File: config.mk
export PLATFORM = sky130hd
export DESIGN_NAME = range_window_ctrl
export DESIGN_NICKNAME = d
export VERILOG_FILES = /design/src/rtl/range_pkg.sv /design/src/rtl/range_result_buf.sv /design/src/rtl/range_window_ctrl.sv
export SDC_FILE = /design/constraint.sdc
export NUM_CORES = 1
export LEC_CHECK = 0
export ABC_AREA = 0
export CAP_MARGIN = 20
export CORE_AREA = 2 2 70 72
export DETAILED_ROUTE_END_ITERATION = 16
export DIE_AREA = 0 0 72 74
export GPL_ROUTABILITY_DRIVEN = 0
export HOLD_SLACK_MARGIN = 0.15
export PLACE_DENSITY = 0.69
export SKIP_CTS_REPAIR_TIMING = 1
export SLEW_MARGIN = 20
export SYNTH_ARGS = -nofsm -noshare
export SYNTH_HDL_FRONTEND = slang
export SYNTH_HIERARCHICAL = 1
export SYNTH_SLANG_ARGS = --single-unit
File: constraint.sdc
create_clock -name clk -period 1.9 [get_ports clk]
set_clock_uncertainty 0.2 [all_clocks]
set_input_delay 0.475 -clock clk [delete_from_list [all_inputs] [get_ports clk]]
set_output_delay 0.475 -clock clk [all_outputs]
set_load 0.05 [all_outputs]
File: src/rtl/range_pkg.sv
// Shared types and constants for the range-finder sequencing controller.
package range_pkg;

  typedef enum logic [2:0] {
    IDLE    = 3'd0,
    ARMED   = 3'd1,
    RUN     = 3'd2,
    CAPTURE = 3'd3,
    ABORT   = 3'd4
  } state_e;

  // Shortest window the datapath can take without go and finish colliding.
  localparam int MIN_WIN   = 2;
  localparam int DEF_WIDTH = 8;
  localparam int DEF_CNT_W = 8;

endpackage

File: src/rtl/range_result_buf.sv
// One-entry valid/ready holding register for window results, with a sticky
// overrun flag raised when an unaccepted result is replaced.
module range_result_buf
  import range_pkg::*;
#(
  parameter int WIDTH = DEF_WIDTH
) (
  input  logic             clk,
  input  logic             rst_n,
  input  logic             i_clr_ovr,
  input  logic             i_load,
  input  logic [WIDTH-1:0] i_range,
  input  logic             i_err,
  input  logic             i_ready,
  output logic             o_valid,
  output logic [WIDTH-1:0] o_range,
  output logic             o_err,
  output logic             o_overrun
);

  logic             r_valid;
  logic [WIDTH-1:0] r_range;
  logic             r_err;
  logic             r_ovr;

  // Load beats acceptance; a load during acceptance is a clean hand-over.
  always_ff @(posedge clk) begin
    if (!rst_n) begin
      r_valid <= 1'b0;
      r_range <= '0;
      r_err   <= 1'b0;
      r_ovr   <= 1'b0;
    end else begin
      if (i_load) begin
        r_valid <= 1'b1;
        r_range <= i_range;
        r_err   <= i_err;
      end else if (r_valid && i_ready) begin
        r_valid <= 1'b0;
      end
      if (i_clr_ovr) begin
        r_ovr <= 1'b0;
      end else if (i_load && r_valid && !i_ready) begin
        r_ovr <= 1'b1;
      end
    end
  end

  assign o_valid   = r_valid;
  assign o_range   = r_range;
  assign o_err     = r_err;
  assign o_overrun = r_ovr;

endmodule

File: src/rtl/range_window_ctrl.sv
// Window sequencer between the sample stream and the range-finder datapath.
// Optional idle-sample watchdog: define RANGE_CTRL_TIMEOUT_EN.
//
//   state   | meaning
//   --------+------------------------------------------------------------
//   IDLE    | disarmed; arms on enable with a legal win_len
//   ARMED   | waiting for the first sample of a window (rf_go follows)
//   RUN     | collecting samples; a set rf_finish marks the finish cycle
//   CAPTURE | datapath result valid; loaded into the result buffer
//   ABORT   | enable dropped mid-window; one rf_finish, result discarded
module range_window_ctrl
  import range_pkg::*;
#(
  parameter int WIDTH       = DEF_WIDTH,
  parameter int CNT_W       = DEF_CNT_W,
  parameter int TIMEOUT_CYC = 255
) (
  input  logic             clk,
  input  logic             rst_n,
  input  logic             enable,
  input  logic             continuous,
  input  logic [CNT_W-1:0] win_len,
  output logic             cfg_err,
  input  logic             s_valid,
  input  logic [WIDTH-1:0] s_data,
  output logic             s_ready,
  output logic [WIDTH-1:0] rf_data,
  output logic             rf_go,
  output logic             rf_finish,
  input  logic [WIDTH-1:0] rf_range,
  input  logic             rf_error,
  output logic             res_valid,
  input  logic             res_ready,
  output logic [WIDTH-1:0] res_range,
  output logic             res_err,
  output logic             res_overrun
);

  if (TIMEOUT_CYC < 1) begin : g_tmo_chk
    $error("TIMEOUT_CYC must be at least 1");
  end

  state_e           r_state, w_state_nxt;
  logic [CNT_W-1:0] r_len;
  logic [CNT_W-1:0] r_cnt;
  logic [WIDTH-1:0] r_rf_data;
  logic             r_rf_go;
  logic             r_rf_finish;
  logic             r_cfg_err;
  logic             w_cfg_bad;
  logic             w_hs;
  logic             w_last;
  logic             w_abort;
  logic             w_tmo_fire;
  logic             w_tmo_flag;

  assign w_cfg_bad = (win_len < CNT_W'(MIN_WIN));
  // Gated by enable so nothing is accepted on the cycle a window is aborted;
  // the finish cycle in RUN takes no sample so the datapath can settle.
  assign s_ready   = enable && ((r_state == ARMED) || ((r_state == RUN) && !r_rf_finish));
  assign w_hs      = s_valid && s_ready;
  assign w_last    = (r_state == RUN) && w_hs && ((r_cnt + 1'b1) == r_len);
  assign w_abort   = (r_state == RUN) && !r_rf_finish && !enable;

`ifdef RANGE_CTRL_TIMEOUT_EN
  localparam int WD_W = (TIMEOUT_CYC > 1) ? $clog2(TIMEOUT_CYC) : 1;
  localparam logic [WD_W-1:0] WD_LOAD = WD_W'(TIMEOUT_CYC - 1);

  logic [WD_W-1:0] r_wd;
  logic            r_tmo;

  assign w_tmo_fire = (r_state == RUN) && !r_rf_finish && enable && !w_hs && (r_wd == '0);
  assign w_tmo_flag = r_tmo;

  // Down-counter of idle RUN cycles, reloaded on every accepted sample.
  always_ff @(posedge clk) begin
    if (!rst_n) begin
      r_wd  <= WD_LOAD;
      r_tmo <= 1'b0;
    end else begin
      if ((r_state != RUN) || w_hs) begin
        r_wd <= WD_LOAD;
      end else if (r_wd != '0) begin
        r_wd <= r_wd - 1'b1;
      end
      if (w_tmo_fire) begin
        r_tmo <= 1'b1;
      end else if ((r_state == CAPTURE) || (r_state == IDLE)) begin
        r_tmo <= 1'b0;
      end
    end
  end
`else
  assign w_tmo_fire = 1'b0;
  assign w_tmo_flag = 1'b0;
`endif

  // State register.
  always_ff @(posedge clk) begin
    if (!rst_n) begin
      r_state <= IDLE;
    end else begin
      r_state <= w_state_nxt;
    end
  end

  // Next-state decode.
  always_comb begin
    w_state_nxt = r_state;
    case (r_state)
      IDLE: begin
        if (enable && !w_cfg_bad) w_state_nxt = ARMED;
      end
      ARMED: begin
        if (!enable)   w_state_nxt = IDLE;
        else if (w_hs) w_state_nxt = RUN;
      end
      RUN: begin
        // A finish already on the wire is not repeated if enable drops now.
        if (r_rf_finish) w_state_nxt = enable ? CAPTURE : IDLE;
        else if (!enable) w_state_nxt = ABORT;
      end
      CAPTURE: begin
        w_state_nxt = (continuous && enable) ? ARMED : IDLE;
      end
      ABORT: begin
        w_state_nxt = IDLE;
      end
      default: begin
        w_state_nxt = IDLE;
      end
    endcase
  end

  // Datapath strobes, sample register, window counter and config latch.
  always_ff @(posedge clk) begin
    if (!rst_n) begin
      r_rf_data   <= '0;
      r_rf_go     <= 1'b0;
      r_rf_finish <= 1'b0;
      r_cfg_err   <= 1'b0;
      r_len       <= '0;
      r_cnt       <= '0;
    end else begin
      r_cfg_err   <= (r_state == IDLE) && enable && w_cfg_bad;
      r_rf_go     <= (r_state == ARMED) && w_hs;
      r_rf_finish <= w_last || w_abort || w_tmo_fire;
      if (w_hs) r_rf_data <= s_data;
      if ((r_state == IDLE) && enable && !w_cfg_bad) r_len <= win_len;
      if ((r_state == ARMED) && w_hs) begin
        r_cnt <= CNT_W'(1);
      end else if ((r_state == RUN) && w_hs) begin
        r_cnt <= r_cnt + 1'b1;
      end else if (r_state == IDLE) begin
        r_cnt <= '0;
      end
    end
  end

  assign rf_data   = r_rf_data;
  assign rf_go     = r_rf_go;
  assign rf_finish = r_rf_finish;
  assign cfg_err   = r_cfg_err;

  range_result_buf #(
    .WIDTH (WIDTH)
  ) u_res_buf (
    .clk       (clk),
    .rst_n     (rst_n),
    .i_clr_ovr (!enable),
    .i_load    (r_state == CAPTURE),
    .i_range   (rf_range),
    .i_err     (rf_error || w_tmo_flag),
    .i_ready   (res_ready),
    .o_valid   (res_valid),
    .o_range   (res_range),
    .o_err     (res_err),
    .o_overrun (res_overrun)
  );

endmodule

**Yosys cells after proc, flatten, opt, wreduce, memory -nomap -nowiden**

Index checks and enable logic that the tools add are counted.

- Register bits after elaboration: 41
- Input bits: 31
- Output and inout port bits: 23
- Word-level logic and storage cells: 63

- Add/sub/neg operators: 1
- Order comparisons: 1
- Eq/ne operators: 7
- Muxes and demuxes: 13
- Bitwise logic cells: 1
- Reduce and logical (&&, ||, !) cells: 28

Operator list:

| cell | count |
|---|---|
| $mux 8 | 2 |
| $logic_and 1x1->1 | 15 |
| $mux 3 | 5 |
| $pmux 3 s4 | 1 |
| $add 8x1->8 const B | 1 |
| $eq 8x8->1 | 1 |
| $lt 8x2->1 const B | 1 |
| $eq 3x2->1 const B | 2 |
| $ne 3x3->1 const B | 2 |
| $logic_not 1->1 | 4 |
| $mux 1 | 4 |
| $reduce_bool 2->1 | 2 |
| $eq 3x1->1 const B | 1 |
| $logic_not 3->1 | 1 |
| $reduce_and 3->1 | 1 |
| $reduce_bool 3->1 | 1 |
| $logic_or 1x1->1 | 2 |
| $mux 2 | 1 |
| $ne 2x2->1 const B | 1 |
| $reduce_and 2->1 | 1 |
| $reduce_or 2->1 | 1 |
| $not 1->1 | 1 |

**Logic depth before layout (Yosys ltp)**

Gate-level depths: netlist of run 1.

- Depth in word-level cells: 8
- Depth in mapped cells: 6
- Mapped depth without buffers: 6

**Modules after synthesis**

Netlist of run 1, hierarchy kept.

By module, submodules not included:

| module | times used | cells each | area each (um2) | seq. area each (um2) |
|---|---|---|---|---|
| range_window_ctrl | 1 | 167 | 1440.1 | 600.6 |
| range_result_buf | 1 | 37 | 417.9 | 220.2 |

**Worst setup path before layout of run 1**

Ideal clock, no wire load.

- Path kind: reg2reg
- From: register r_rf_finish (netlist: rf_finish)
- To: register r_rf_data[0] (netlist: rf_data[0])
- Library setup time: 0.128 ns
- Data arrival time: 2.866 ns
- Data required time: 1.572 ns
- Slack: -1.293 ns
- Cell stages (with the launch flop): 6
- Buffers on the path: 0
- Period minus slack after synthesis: 3.193 ns
- Path through: dfxtp_1 > or3b_4 > a211oi_1 > nand2_2 > mux2i_1 > nor2_1

- Cells in the longest elaborated chain, start to end: 5

RTL lines:

| item | line | text |
|---|---|---|
| start, declared | range_window_ctrl.sv:48 | `logic r_rf_finish;` |
| start signal, assigned | range_window_ctrl.sv:147 | `r_rf_finish <= w_last \|\| w_abort \|\| w_tmo_fire;` |
| $logic_not 1->1 | range_window_ctrl.sv:60 | `assign s_ready = enable && ((r_state == ARMED) \|\| ((r_state == RUN) && !r_rf_finish));` |
| $logic_and 1x1->1 | range_window_ctrl.sv:60 |  |
| $logic_or 1x1->1 | range_window_ctrl.sv:60 |  |
| $logic_and 1x1->1 | range_window_ctrl.sv:60 |  |
| via s_ready | range_window_ctrl.sv:26 | `output logic s_ready,` |
| $logic_and 1x1->1 | range_window_ctrl.sv:61 | `assign w_hs = s_valid && s_ready;` |
| end signal, assigned | range_window_ctrl.sv:148 | `if (w_hs) r_rf_data <= s_data;` |
| end, declared | range_window_ctrl.sv:46 | `logic [WIDTH-1:0] r_rf_data;` |

The timed path passes the listed nets, and every way through them passes these cells.
A chain may end at the register's enable or synchronous reset.

**Final worst setup path of run 1**

- From: register r_state[0]
- To: output s_ready

- Cells in the longest elaborated chain, start to end: 4
- Elaborated cells between the ends (all ways): 5
- Those cells by class: eq/ne: 2; reduce/logical: 3

RTL lines:

| item | line | text |
|---|---|---|
| start, declared | range_window_ctrl.sv:43 | `state_e r_state, w_state_nxt;` |
| start signal, assigned | range_window_ctrl.sv:103 | `r_state <= w_state_nxt;` |
| $eq 3x2->1 | range_window_ctrl.sv:60 |  |
| $logic_and 1x1->1 | range_window_ctrl.sv:60 |  |
| $logic_or 1x1->1 * | range_window_ctrl.sv:60 |  |
| $logic_and 1x1->1 * | range_window_ctrl.sv:60 |  |
| end, declared | range_window_ctrl.sv:26 |  |

Mark *: on every way between the ends. The rest lies on a longest branch, timed or not.

==> impl_metrics.tcl, run 1 <==
set metrics [dict create \
    fmax_ghz 0.459 \
    ys_seq_area_share_pct 44.2 \
    synth_edf_count 0 \
    io_buffers 53 \
    dieHeight_um 74 \
    grt_pass1_vias 1690 \
    mappedNetlistNets 236 \
    post-synth-top-count-cell "dfxtp_1" \
    internal_power_uw 1500 \
    min_from "u_res_buf/o_overrun" \
    antenna_found_initial 0 \
    m1WireLength_um 2050 \
    p_leak_uw 0.00126 \
    required_ps 1220 \
    hold_path_end "u_res_buf/o_overrun" \
    synth_warnings 6 \
    final_cell_area_um2 3130 \
    synth_top_area_cell "dfxtp_1" \
    synth_ff_type "dfxtp_1" \
    synth_top_cell_area_share_pct 44.2 \
    crit_fanout 3 \
    finalCritPeriodShare_pct 115 \
    drive_above_1_share_pct 29.4 \
    io_pins 54 \
    async_flop_share_pct 0 \
    placed_cell_area_um2 2920 \
    synth.distinct_cells 37 \
    reg2reg_slack_ps -20 \
    swShare_pct 24.2 \
    powerDensity_nw_per_um2 634 \
    grt_max_degree 13 \
    numCtsBuffers 5 \
    diodes 0 \
    dr.pass1.iters 4 \
    holdPathStages 2 \
    hold_viol 0 \
    period_minus_slack_ps 2180 \
    fp.dieW_um 72 \
    slowest_stage "or3b_4" \
    p_clk_share_pct 36.9 \
    seqPwrFrac_pct 45.6 \
    pre_cts_slack_ps -346 \
    max-vdd-ir-drop_mv 0.498 \
    place_hpwl_um 3520 \
    violations "setup timing" \
    worstHoldPathType "reg2reg" \
    initial_core_util_pct 40.4 \
    dp_cells 341 \
    clockRootBuffer "clkbuf_8" \
    dr_wl_met2_um 2180 \
    outcome "complete, but fails checks" \
    ff2ff_path_depth 5 \
    drc 0 \
    cpPeakStageDelay_ps 420 \
    final_max_slew_viol_count 0 \
    power_frac_comb_pct 17.5 \
    ant_nets 0 \
    via_per_inst 5.11 \
    path_cells "or3b_4, a211oi_4, buf_12" \
    r2r_end "r_cnt[7]" \
    synth_seq_cells 41 \
    clock_path_buffers 2 \
    grt_use_total_pct 18.4 \
    tightest_slew_ps 361 \
    vias 1787 \
    clock_sinks 41 \
    top_layer "met4" \
    finalPower_uw 1980 \
    maxCapViolCount 0 \
    htreeDepth 2 \
    die-area_um2 5330 \
    rsz0062_at_grt "yes" \
    wl_per_cell_um 13.6 \
    worstPathArrival_ps 1500 \
    area_delta_synth_final_pct 68.2 \
    core.rowCount 25 \
    p_sw_uw 480 \
    r2r_start "r_state[0]" \
    clock_latency_ps 300 \
    fin_ws_ps -279 \
    final_cells 350 \
    route.met3.wl_um 387 \
    syn_area_um2 1860 \
    ys_top_cells_by_count "dfxtp_1 (41), nor2_1 (28), mux2i_1 (25)" \
    cp-start-kind "register" \
    synth_area_leaders "dfxtp_1 (44%), mux2i_1 (13%), nor2_1 (5.7%), a21oi_1 (3.5%), nor2b_1 (3.4%)" \
    drt_first_iter_violations 86 \
    wl_um 4770 \
    num-nets-final 327 \
    grt_pass1_wl_um 7580 \
    core_um2 4600 \
    setup_viol 3 \
    overflow 0 \
    cts_tree "yes" \
    cp-end-kind "primary output" \
    critPathKind "reg2out" \
    slew_headroom_pct 75.9 \
    avgSynthCellArea_um2 9.11 \
    clkSlewWorstSetupHoldPaths_ps 70 \
    synthCells 204 \
]
## cell families after synthesis
logic type,Yosys count,share of synthesized area (%)
AND/OR/NAND/NOR,83,23.4
flip-flops,41,44.2
AO/OA/AOI/OAI,33,10.8
multiplexers,25,13.5
buffers and inverters,12,3.23
XOR/XNOR,9,4.24
adder cells (fa/ha/maj),1,0.673
## registers in the layout (all words and copies together), names as in the netlist, 3 cells and up
signal	flops
r_cnt	8
r_len	8
rf_data	8
u_res_buf/o_range	8
r_state	3
## metrics by stage
| step | setup TNS (ps) | util, % | hold WS [ps] |
|---|---|---|---|
| floorplan | -2370 | - | 270 |
| global placement | -5990 | 63.4 | 275 |
| detailed placement | -6140 | 63.4 | 274 |
| CTS | -664 | 65.9 | 286 |
| global route | -565 | 68.0 | 321 |
| finish | -308 | 68.0 | 280 |
## cell usage in the layout, fill, tap and decap left out, types with 3 or more instances in the layout
cell type,n
clkdlybuf4s50_1,28
nand2b_1,3
clkbuf_8,6
nand3b_1,5
or3_1,6
nor3_1,6
a21oi_1,11
dfxtp_1,38
inv_1,6
mux2i_1,25
o21ai_0,7
a21oi_2,3
nor2_1,24
buf_4,38
nand2_1,8
nor2b_1,10
buf_12,21
xor2_1,3
xnor2_1,6
## worst max-delay path by stage
stage | to | from
CTS | s_ready | r_state[1]
finish | s_ready | r_state[0]
detailed placement | r_cnt[3] | enable
global placement | r_cnt[3] | enable
global route | s_ready | rf_finish
floorplan | rf_data[0] | rf_finish
## cell type report
class,instances,area [um^2]
Clock inverter,1,30.0
Clock buffer,7,86.3
Inverter,6,22.5
Multi-Input combinational cell,151,1070
Fill cell,351,1470
Sequential cell,41,827
Timing Repair Buffer,90,1020
Tap cell,54,67.6
## per-layer routing
metal	GRT usage (%)	up-vias
met1	23.5	816
met2	27.9	64
met4	9.01	0
met5	0	-
met3	6.50	16
li1	-	891
## critical path: cells and delay by family (launching register included)
kind,cells,cell delay [ps]
and+or+nand+nor,1,420
DFF,1,320
AOI/OAI and AO/OA,1,290
buffers and inverters,1,180
## power by group through the flow
stage,Combinational [uW],Sequential (uW),Clock (uW)
final,346,905,731
after global routing,371,907,780
after CTS,337,904,748
after detailed placement,334,924,0
after global placement,332,924,0
after floorplan,124,945,0
No activity file was read; power rests on OpenSTA's default activity.
==> inputs of run 2 (changes only) <==
--- a/config.mk
+++ b/config.mk
@@ -5,7 +5,6 @@
 export SDC_FILE = /design/constraint.sdc
 export NUM_CORES = 1
 export LEC_CHECK = 0
-export ABC_AREA = 0
 export CAP_MARGIN = 20
 export CORE_AREA = 2 2 70 72
 export DETAILED_ROUTE_END_ITERATION = 16
@@ -13,8 +12,6 @@
 export GPL_ROUTABILITY_DRIVEN = 0
 export HOLD_SLACK_MARGIN = 0.15
 export PLACE_DENSITY = 0.69
-export SKIP_CTS_REPAIR_TIMING = 1
-export SLEW_MARGIN = 20
 export SYNTH_ARGS = -nofsm -noshare
 export SYNTH_HDL_FRONTEND = slang
 export SYNTH_HIERARCHICAL = 1
==> impl_metrics.tcl, run 2 (synthesis gave the netlist of run 1 again) <==
set metrics [dict create \
    initial_core_util_pct 40.4 \
    htreeDepth 2 \
    io_pins 54 \
    violations "setup timing" \
    outcome "complete, but fails checks" \
    area_delta_synth_final_pct 67.1 \
    grt_pass1_wl_um 7620 \
    clockRootBuffer "clkbuf_8" \
    grt_use_total_pct 18.6 \
    diodes 0 \
    critPathTopFamily "simple AND/OR/NAND/NOR gates" \
    cp_num_buf_inv 1 \
    finalCritPeriodShare_pct 114 \
    clock_sinks 41 \
    dieHeight_um 74 \
    cts_hold_buf 0 \
    final_cell_mix "dfxtp_1 (39), buf_4 (38), clkdlybuf4s50_1 (29), mux2i_1 (25), nor2_1 (24)" \
    cts_tree "yes" \
    grt_max_degree 13 \
    critPathKind "reg2out" \
    rsz0062_at_grt "yes" \
    ff2ff_path_depth 6 \
    cp-start-kind "register" \
    slowest_stage "or3b_4" \
    overflow 0 \
    layout_commonest_cell "dfxtp_1" \
    num-nets-final 328 \
    fmax_ghz 0.462 \
    fp.dieW_um 72 \
    required_ps 1220 \
    worstPathArrival_ps 1490 \
    final_cells 351 \
    clock_latency_ps 300 \
    slew_headroom_pct 78.7 \
    placed_cell_area_um2 2920 \
    core_um2 4600 \
    cp-end-kind "primary output" \
    place_hpwl_um 3520 \
    io_buffers 53 \
    wl_per_cell_um 13.9 \
    hold_viol 0 \
    fillers 356 \
    path_depth 3 \
    antenna_found_initial 0 \
    crit_end "s_ready" \
    drive_above_1_share_pct 28.6 \
    final_cell_area_um2 3110 \
    powerDensity_nw_per_um2 640 \
    multi_input_area_um2 1050 \
    crit_fanout 2 \
    die-area_um2 5330 \
    reg2reg_slack_ps -130 \
    period_minus_slack_ps 2170 \
    clkSlewWorstSetupHoldPaths_ps 80 \
    ant_nets 0 \
    numCtsBuffers 5 \
    worstHoldPathType "reg2reg" \
    fin_ws_ps -267 \
    dp_cells 341 \
    r2r_end "r_cnt[4]" \
    clock_path_buffers 2 \
    core.rowCount 25 \
    path_cells "or3b_4, a211oi_4, buf_12" \
    cpPeakStageDelay_ps 420 \
    seq_area_um2 826 \
    critPathLaunch "r_state[0]" \
    r2r_start "r_state[0]" \
    drc 0 \
    max-vdd-ir-drop_mv 0.502 \
    wl_um 4870 \
    drt_first_iter_violations 111 \
    maxCapViolCount 0 \
    p_leak_uw 0.00125 \
    vias 1798 \
    grt_pass1_vias 1702 \
    dr.pass1.iters 4 \
    via_per_inst 5.12 \
    final_max_slew_viol_count 0 \
    tightest_slew_ps 317 \
    setup_viol 7 \
]
-- run 2: tightest hold or removal path, delay by kind of cell, from the launching register on --
| kind | cells | cell delay (ps) |
|---|---|---|
| buffers and inverters | 1 | 60 |
| flip-flops | 1 | 340 |
| AO/OA/AOI/OAI | 1 | 50 |
-- run 2: layout make-up --
cell class	instances	share of cell area, %
clock buffer	7	2.78
multi-input combinational	151	33.7
tap	54	2.18
sequential	41	26.6
clock inverter	1	0.967
timing repair buffer	91	33.1
inverter	6	0.725
-- run 2: metrics by stage --
stage	hold WS, ps	total power [uW]	utilization, %	TNS (ps)	setup WS, ps
detailed placement	274	1260	63.4	-6140	-346
CTS	286	1990	66.2	-291	-285
finish	282	1990	67.5	-819	-267
floorplan	270	1070	-	-2370	-272
global route	321	2060	67.5	-1310	-314
global placement	275	1260	63.4	-5990	-313
-- run 2: how the worst min path moves through the flow --
stage,from,endpoint,slack [ps],cells after the start
after global placement,u_res_buf/o_overrun,u_res_buf/o_overrun,270,2
after CTS,u_res_buf/o_overrun,u_res_buf/o_overrun,290,2
final,u_res_buf/o_overrun,u_res_buf/o_overrun,280,2
after global routing,u_res_buf/o_overrun,u_res_buf/o_overrun,320,2
after floorplan,r_cnt[7],r_cnt[7],270,2
after detailed placement,u_res_buf/o_overrun,u_res_buf/o_overrun,270,2
-- run 2: routing by layer --
| layer | routed length, um | global-route usage, % |
|---|---|---|
| met5 | 0 | 0 |
| met4 | 120 | 9.01 |
| met3 | 363 | 6.50 |
| met2 | 2280 | 28.5 |
| met1 | 2110 | 23.5 |
-- run 2: power by group --
part           total [uW]  switching, uW  internal (uW)
clock network         733            304            428
logic                 350            158            193
registers             904           22.1            882
-- run 2: timing repair --
item                       CTS  global route
resized for setup            4            15
setup endpoints to repair    6            11
setup buffers                1             1
pin swaps                    7             9
cloned                       0             0
==> inputs of run 3 (changes only) <==
--- a/config.mk
+++ b/config.mk
@@ -6,13 +6,14 @@
 export NUM_CORES = 1
 export LEC_CHECK = 0
 export CAP_MARGIN = 20
-export CORE_AREA = 2 2 70 72
+export CORE_AREA = 2 2 68 70
+export CTS_BUF_LIST = sky130_fd_sc_hd__clkbuf_2
+export CTS_CLUSTER_SIZE = 16
 export DETAILED_ROUTE_END_ITERATION = 16
-export DIE_AREA = 0 0 72 74
+export DIE_AREA = 0 0 70 72
 export GPL_ROUTABILITY_DRIVEN = 0
 export HOLD_SLACK_MARGIN = 0.15
-export PLACE_DENSITY = 0.69
+export PLACE_DENSITY = 0.72
 export SYNTH_ARGS = -nofsm -noshare
 export SYNTH_HDL_FRONTEND = slang
-export SYNTH_HIERARCHICAL = 1
 export SYNTH_SLANG_ARGS = --single-unit
==> impl_metrics.tcl, run 3 <==
set metrics [dict create \
    outcome "complete, but fails checks" \
    violations "setup timing" \
    internal_power_uw 1160 \
    fmax_ghz 0.488 \
    p_clk_share_pct 23.3 \
    dp_cells 335 \
    mappedNetlistNets 244 \
    io_pins 54 \
    maxCapViolCount 0 \
    cp-start-kind "register" \
    async_flop_share_pct 0 \
    critPathLaunch "r_state[1]" \
    cp-end-kind "primary output" \
    fillers 356 \
    synth_top_cell_area_share_pct 45.1 \
    vias 1744 \
    wl_um 4530 \
    htreeDepth 2 \
    clock_sinks 41 \
    clkSlewWorstSetupHoldPaths_ps 200 \
    setup_viol 1 \
    synthCells 212 \
    avgSynthCellArea_um2 8.58 \
    layout_commonest_cell "dfxtp_1" \
    grt_max_degree 18 \
    period_minus_slack_ps 2050 \
    dieHeight_um 72 \
    worst_hold_slack_ps 281 \
    drive_above_1_share_pct 26.0 \
    clock_path_buffers 2 \
    ys_seq_area_share_pct 45.1 \
    syn_area_um2 1820 \
    synth_seq_cells 41 \
    initial_core_util_pct 42.6 \
    worstPathArrival_ps 1370 \
    clock_latency_ps 400 \
    diodes 0 \
    final_max_slew_viol_count 0 \
    synth_warnings 0 \
    final_cells 348 \
    fin_ws_ps -148 \
    swShare_pct 28.1 \
    fin_util_pct 67.2 \
    core_um2 4260 \
    hold_viol 0 \
    dr.pass1.iters 4 \
    synth.distinct_cells 39 \
    io_buffers 53 \
    wl_per_cell_um 13.0 \
    r2r_end "r_cnt[2]" \
    ys_top_cells_by_count "dfxtp_1 (41), nand2_1 (28), a21oi_1 (25), nor2_1 (25), mux2i_1 (13)" \
    finalPower_uw 1620 \
    drc 0 \
    place_hpwl_um 3390 \
    area_delta_synth_final_pct 57.6 \
    min_from "r_len[1]" \
    via_per_inst 5.01 \
    numCtsBuffers 5 \
    grt_pass1_wl_um 7490 \
    rsz0062_at_grt "yes" \
    die-area_um2 5040 \
    finalCritPeriodShare_pct 108 \
    cts_tree "yes" \
    num-nets-final 327 \
    reg2reg_slack_ps 80 \
    clockRootBuffer "clkbuf_2" \
    core.rowCount 24 \
    synth_edf_count 0 \
    synth_area_leaders "dfxtp_1 (45%), mux2i_1 (7.2%), a21oi_1 (6.9%), nand2_1 (5.8%), nor2_1 (5.2%)" \
    ant_nets 0 \
    synth_ff_type "dfxtp_1" \
    powerDensity_nw_per_um2 564 \
    multi_input_area_um2 950 \
    ff2ff_path_depth 5 \
    final_cell_mix "dfxtp_1 (37), buf_4 (34), clkdlybuf4s50_1 (29), nand2_1 (28)" \
    p_sw_uw 454 \
    synth_top_area_cell "dfxtp_1" \
    antenna_found_initial 0 \
    overflow 0 \
    grt_pass1_vias 1738 \
    max-vdd-ir-drop_mv 0.426 \
    seq_area_um2 828 \
    slew_headroom_pct 69.4 \
    tightest_slew_ps 456 \
    required_ps 1220 \
    crit_end "s_ready" \
    fp.dieW_um 70 \
    post-synth-top-count-cell "dfxtp_1" \
    seqPwrFrac_pct 56.3 \
    crit_fanout 4 \
    critPathKind "reg2out" \
    r2r_start "r_state[1]" \
    power_frac_comb_pct 20.5 \
    p_leak_uw 0.00123 \
    drt_first_iter_violations 86 \
    worstHoldPathType "reg2reg" \
    grt_use_total_pct 18.4 \
]
[run 3: changes by cell type after synthesis, sizes merged, moves of 3 or more]
cell	change
a21oi	+11
buf	+3
inv	-4
mux2i	-12
nand2	+20
nand3	+10
nand3b	-5
nor2	-3
nor2b	-7
or3	-4
xor2	+4
[run 3: cell type report]
type,instances,area share (%)
inverter,2,0.262
clock buffer,6,1.05
tap,52,2.27
timing repair buffer,85,34.0
multi-input combinational,160,33.1
clock inverter,2,0.349
sequential,41,28.9
[run 3: routing by layer]
layer,track usage [%],up-vias,routed length [um]
met2,31.4,46,2210
met5,0,-,0
met1,21.6,790,1990
met4,9.83,0,104
met3,4.44,9,222
li1,-,899,-
[run 3: repair_timing]
item,CTS,global route
resized for setup,5,2
pin swaps,1,0
hold endpoints to repair,0,0
buffers inserted,5,0
setup endpoints to repair,1,8
hold buffers,0,0
[run 3: kinds of logic (layout without fill, tap and decap cells)]
family / after synthesis / after routing / share of synthesized area (%)
simple gates: 92 / 92 / 25.4
compound gates: 42 / 42 / 12.7
flops: 41 / 41 / 45.1
mux: 13 / 13 / 7.16
xor+xnor: 12 / 12 / 5.78
buf+inv: 11 / 95 / 3.10
fa+ha+maj: 1 / 1 / 0.688
[run 3: worst min-delay path by stage]
stage | endpoint | cells after the start | slack [ps]
2_1_floorplan | r_len[3] | 2 | 250
3_3_place_gp | r_len[3] | 2 | 260
3_5_place_dp | r_len[1] | 2 | 260
4_1_cts | r_len[1] | 2 | 280
5_1_grt | r_len[1] | 2 | 300
6_report | r_len[1] | 2 | 280
[run 3: power by group through the flow]
stage | Sequential, uW | Clock (uW) | Combinational (uW)
final | 909 | 376 | 331
after global routing | 913 | 420 | 355
after CTS | 909 | 387 | 331
after detailed placement | 928 | 0 | 316
after global placement | 927 | 0 | 311
after floorplan | 947 | 0 | 126
[run 3: critical path, cell delays in order, from the launching register on]
cell	delay, ps
dfxtp_2	400
and2b_2	230
o21a_4	210
buf_12	140
[run 3: through the flow]
stage	setup slack, ps	setup TNS [ps]	instance area [um^2]
floorplan	27.8	0	1830
global placement	-360	-6040	2780
detailed placement	-399	-6890	2780
CTS	-156	-156	2860
global route	-197	-284	2870
finish	-148	-148	2870
==> edit, RTL diff (flow settings as in run 1) <==
Re-encode `state_e` (5 states) as Gray code, 3 bits wide.
--- a/src/rtl/range_pkg.sv
+++ b/src/rtl/range_pkg.sv
@@ -4,7 +4,7 @@
   typedef enum logic [2:0] {
-    IDLE    = 3'd0,
-    ARMED   = 3'd1,
-    RUN     = 3'd2,
-    CAPTURE = 3'd3,
-    ABORT   = 3'd4
+    IDLE    = 3'b000,
+    ARMED   = 3'b001,
+    RUN     = 3'b011,
+    CAPTURE = 3'b010,
+    ABORT   = 3'b110
   } state_e;
Function: same outputs for any inputs over 10 cycles, from zero or initial values and one cycle with rst_n low; not proved beyond that.
==> edit against run 1 <==
Synthesized area increased by 1.4%; sequential power about the same; via count is 2.5% higher; critical path depth rose by 1; setup slack gained 0.32 ns; wire length increased by 2.8%; power decreased by 9.6%; synthesized cell count rose by 5.9%; non-clock buffer count decreased by 2; fmax increased by 17%; largest power group unchanged; cell area down 0.28%; sequential cell count unchanged.
==> edit: results (changes against run 1) <==
WHS 0.291 ns (+0.0100 ns); largest cells by area after synthesis dfxtp_1 (44%), mux2i_1 (9.0%), a21oi_1 (5.6%); slowest CP cell dfxtp_2; drt via density 5.10 (-0.11%); Post-DP Area 2910 µm² (-0.34%); Hold/Removal Path Class flop to flop; Fill cells 347 (-1.1%); Clock Pin Slew Worst Setup and Hold Paths 0.07 ns (about the same); Unique masters post-synth 40 (+8.1%); crit path launch r_state[2]; crit end category output port; final instance count without filler cells 359 (+2.6%); reg-to-reg endpoint rf_finish; Post-DP HPWL 3600 µm (+2.3%); Post-Syn Instances 216 (+5.9%); root buffer cell clkbuf_8; Worst path max stage delay 0.33 ns (-0.09 ns); cts bufs inserted 5 (unchanged); pre-CTS setup slack -0.307 ns (+0.0385 ns); R2R depth 6 (+1); R2R Path Start r_cnt[0]; status finished clean; initial DRC count 132 (+53%); register area share after synthesis 43.6% (-0.62 points); commonest non-fill, non-tap cell in the layout dfxtp_1; vias in the first global route 1769 (+4.7%); Leak Pwr 0.00123 µW (-2.3%); antenna violations before repair 0 (unchanged); nets 336 (+2.8%); placed cells 349 (+2.3%); Worst R2R Setup Slack 0.05 ns (+0.07 ns); gr usage total 19.1% (+0.69 points); Final Critical Period 1.86 ns (-0.322 ns); worst vdd ir 0.000365 V (-27%); Worst Tran Pin Value 0.376 ns (+0.0151 ns); H-tree levels 2 (unchanged); top cells by count, synth dfxtp_1 (41), a21oi_1 (21), nand2_1 (19); clk buf depth 2 (unchanged); layout cells sized above 1 29.2% (-0.21 points); Startpoint Class flop; Syn Nets 248 (+5.1%); largest net degree at the start of global routing 14 (+1); global-route wire length before repair 8000 µm (+5.6%); DRT Pass-1 Iters 4 (unchanged); Arr. time, crit path 1.18 ns (-0.32 ns); final wirelength 4910 µm (+2.8%)
[edit: cell types whose count changed after synthesis, sizes merged, moves of 2 or more]
| cell | run 1 | this run |
|---|---|---|
| nand2 | 9 | 20 |
| mux2i | 25 | 17 |
| o21ai | 9 | 12 |
| nor2 | 28 | 16 |
| nand3b | 5 | 3 |
| nand3 | 3 | 14 |
| a21oi | 14 | 21 |
| a211oi | 2 | 0 |
| o21bai | 2 | 0 |
| or3 | 8 | 5 |
[edit: worst min-delay path by stage]
stage,cells after the start,startpoint,end
floorplan,2,r_cnt[7],r_cnt[7]
CTS,2,rf_data[0],rf_data[0]
finish,2,rf_data[0],rf_data[0]
global placement,2,u_res_buf/o_overrun,u_res_buf/o_overrun
detailed placement,2,u_res_buf/o_overrun,u_res_buf/o_overrun
global route,2,rf_data[0],rf_data[0]
[edit: area by class of cell]
cell class	instances	area, µm²	area share [%]
multi-input cells	161	1090	34.9
flip-flops and latches	41	831	26.7
repair buffers	88	1020	32.9
inverters	7	26.3	0.843
clock buffers	8	80.1	2.57
well taps	54	67.6	2.17
[edit: metal layers]
layer / vias to the layer above / wire length (µm) / global-route usage, %
met5: - / 0 / 0
met4: 0 / 59 / 5.87
met3: 6 / 243 / 5.28
met2: 43 / 2430 / 30.6
met1: 854 / 2170 / 25.4
li1: 928 / - / -
[edit: cell families (layout without fill, tap and decap cells)]
kind of cell    count (synthesis)  count (layout)  synth area share [%]
compound gates                 42              42                  13.5
xor+xnor                        9               9                  4.18
fa+ha+maj                       1               1                 0.664
buf+inv                        14             103                  3.32
flops                          41              41                  43.6
mux                            17              17                  9.03
simple gates                   92              92                  25.8
[edit: where the power goes]
part           switching (µW)  leakage [µW]  internal [µW]
Sequential               23.2      0.000335            883
Combinational             147      0.000858            181
Clock                     297     0.0000395            261
Total                     467       0.00123           1330
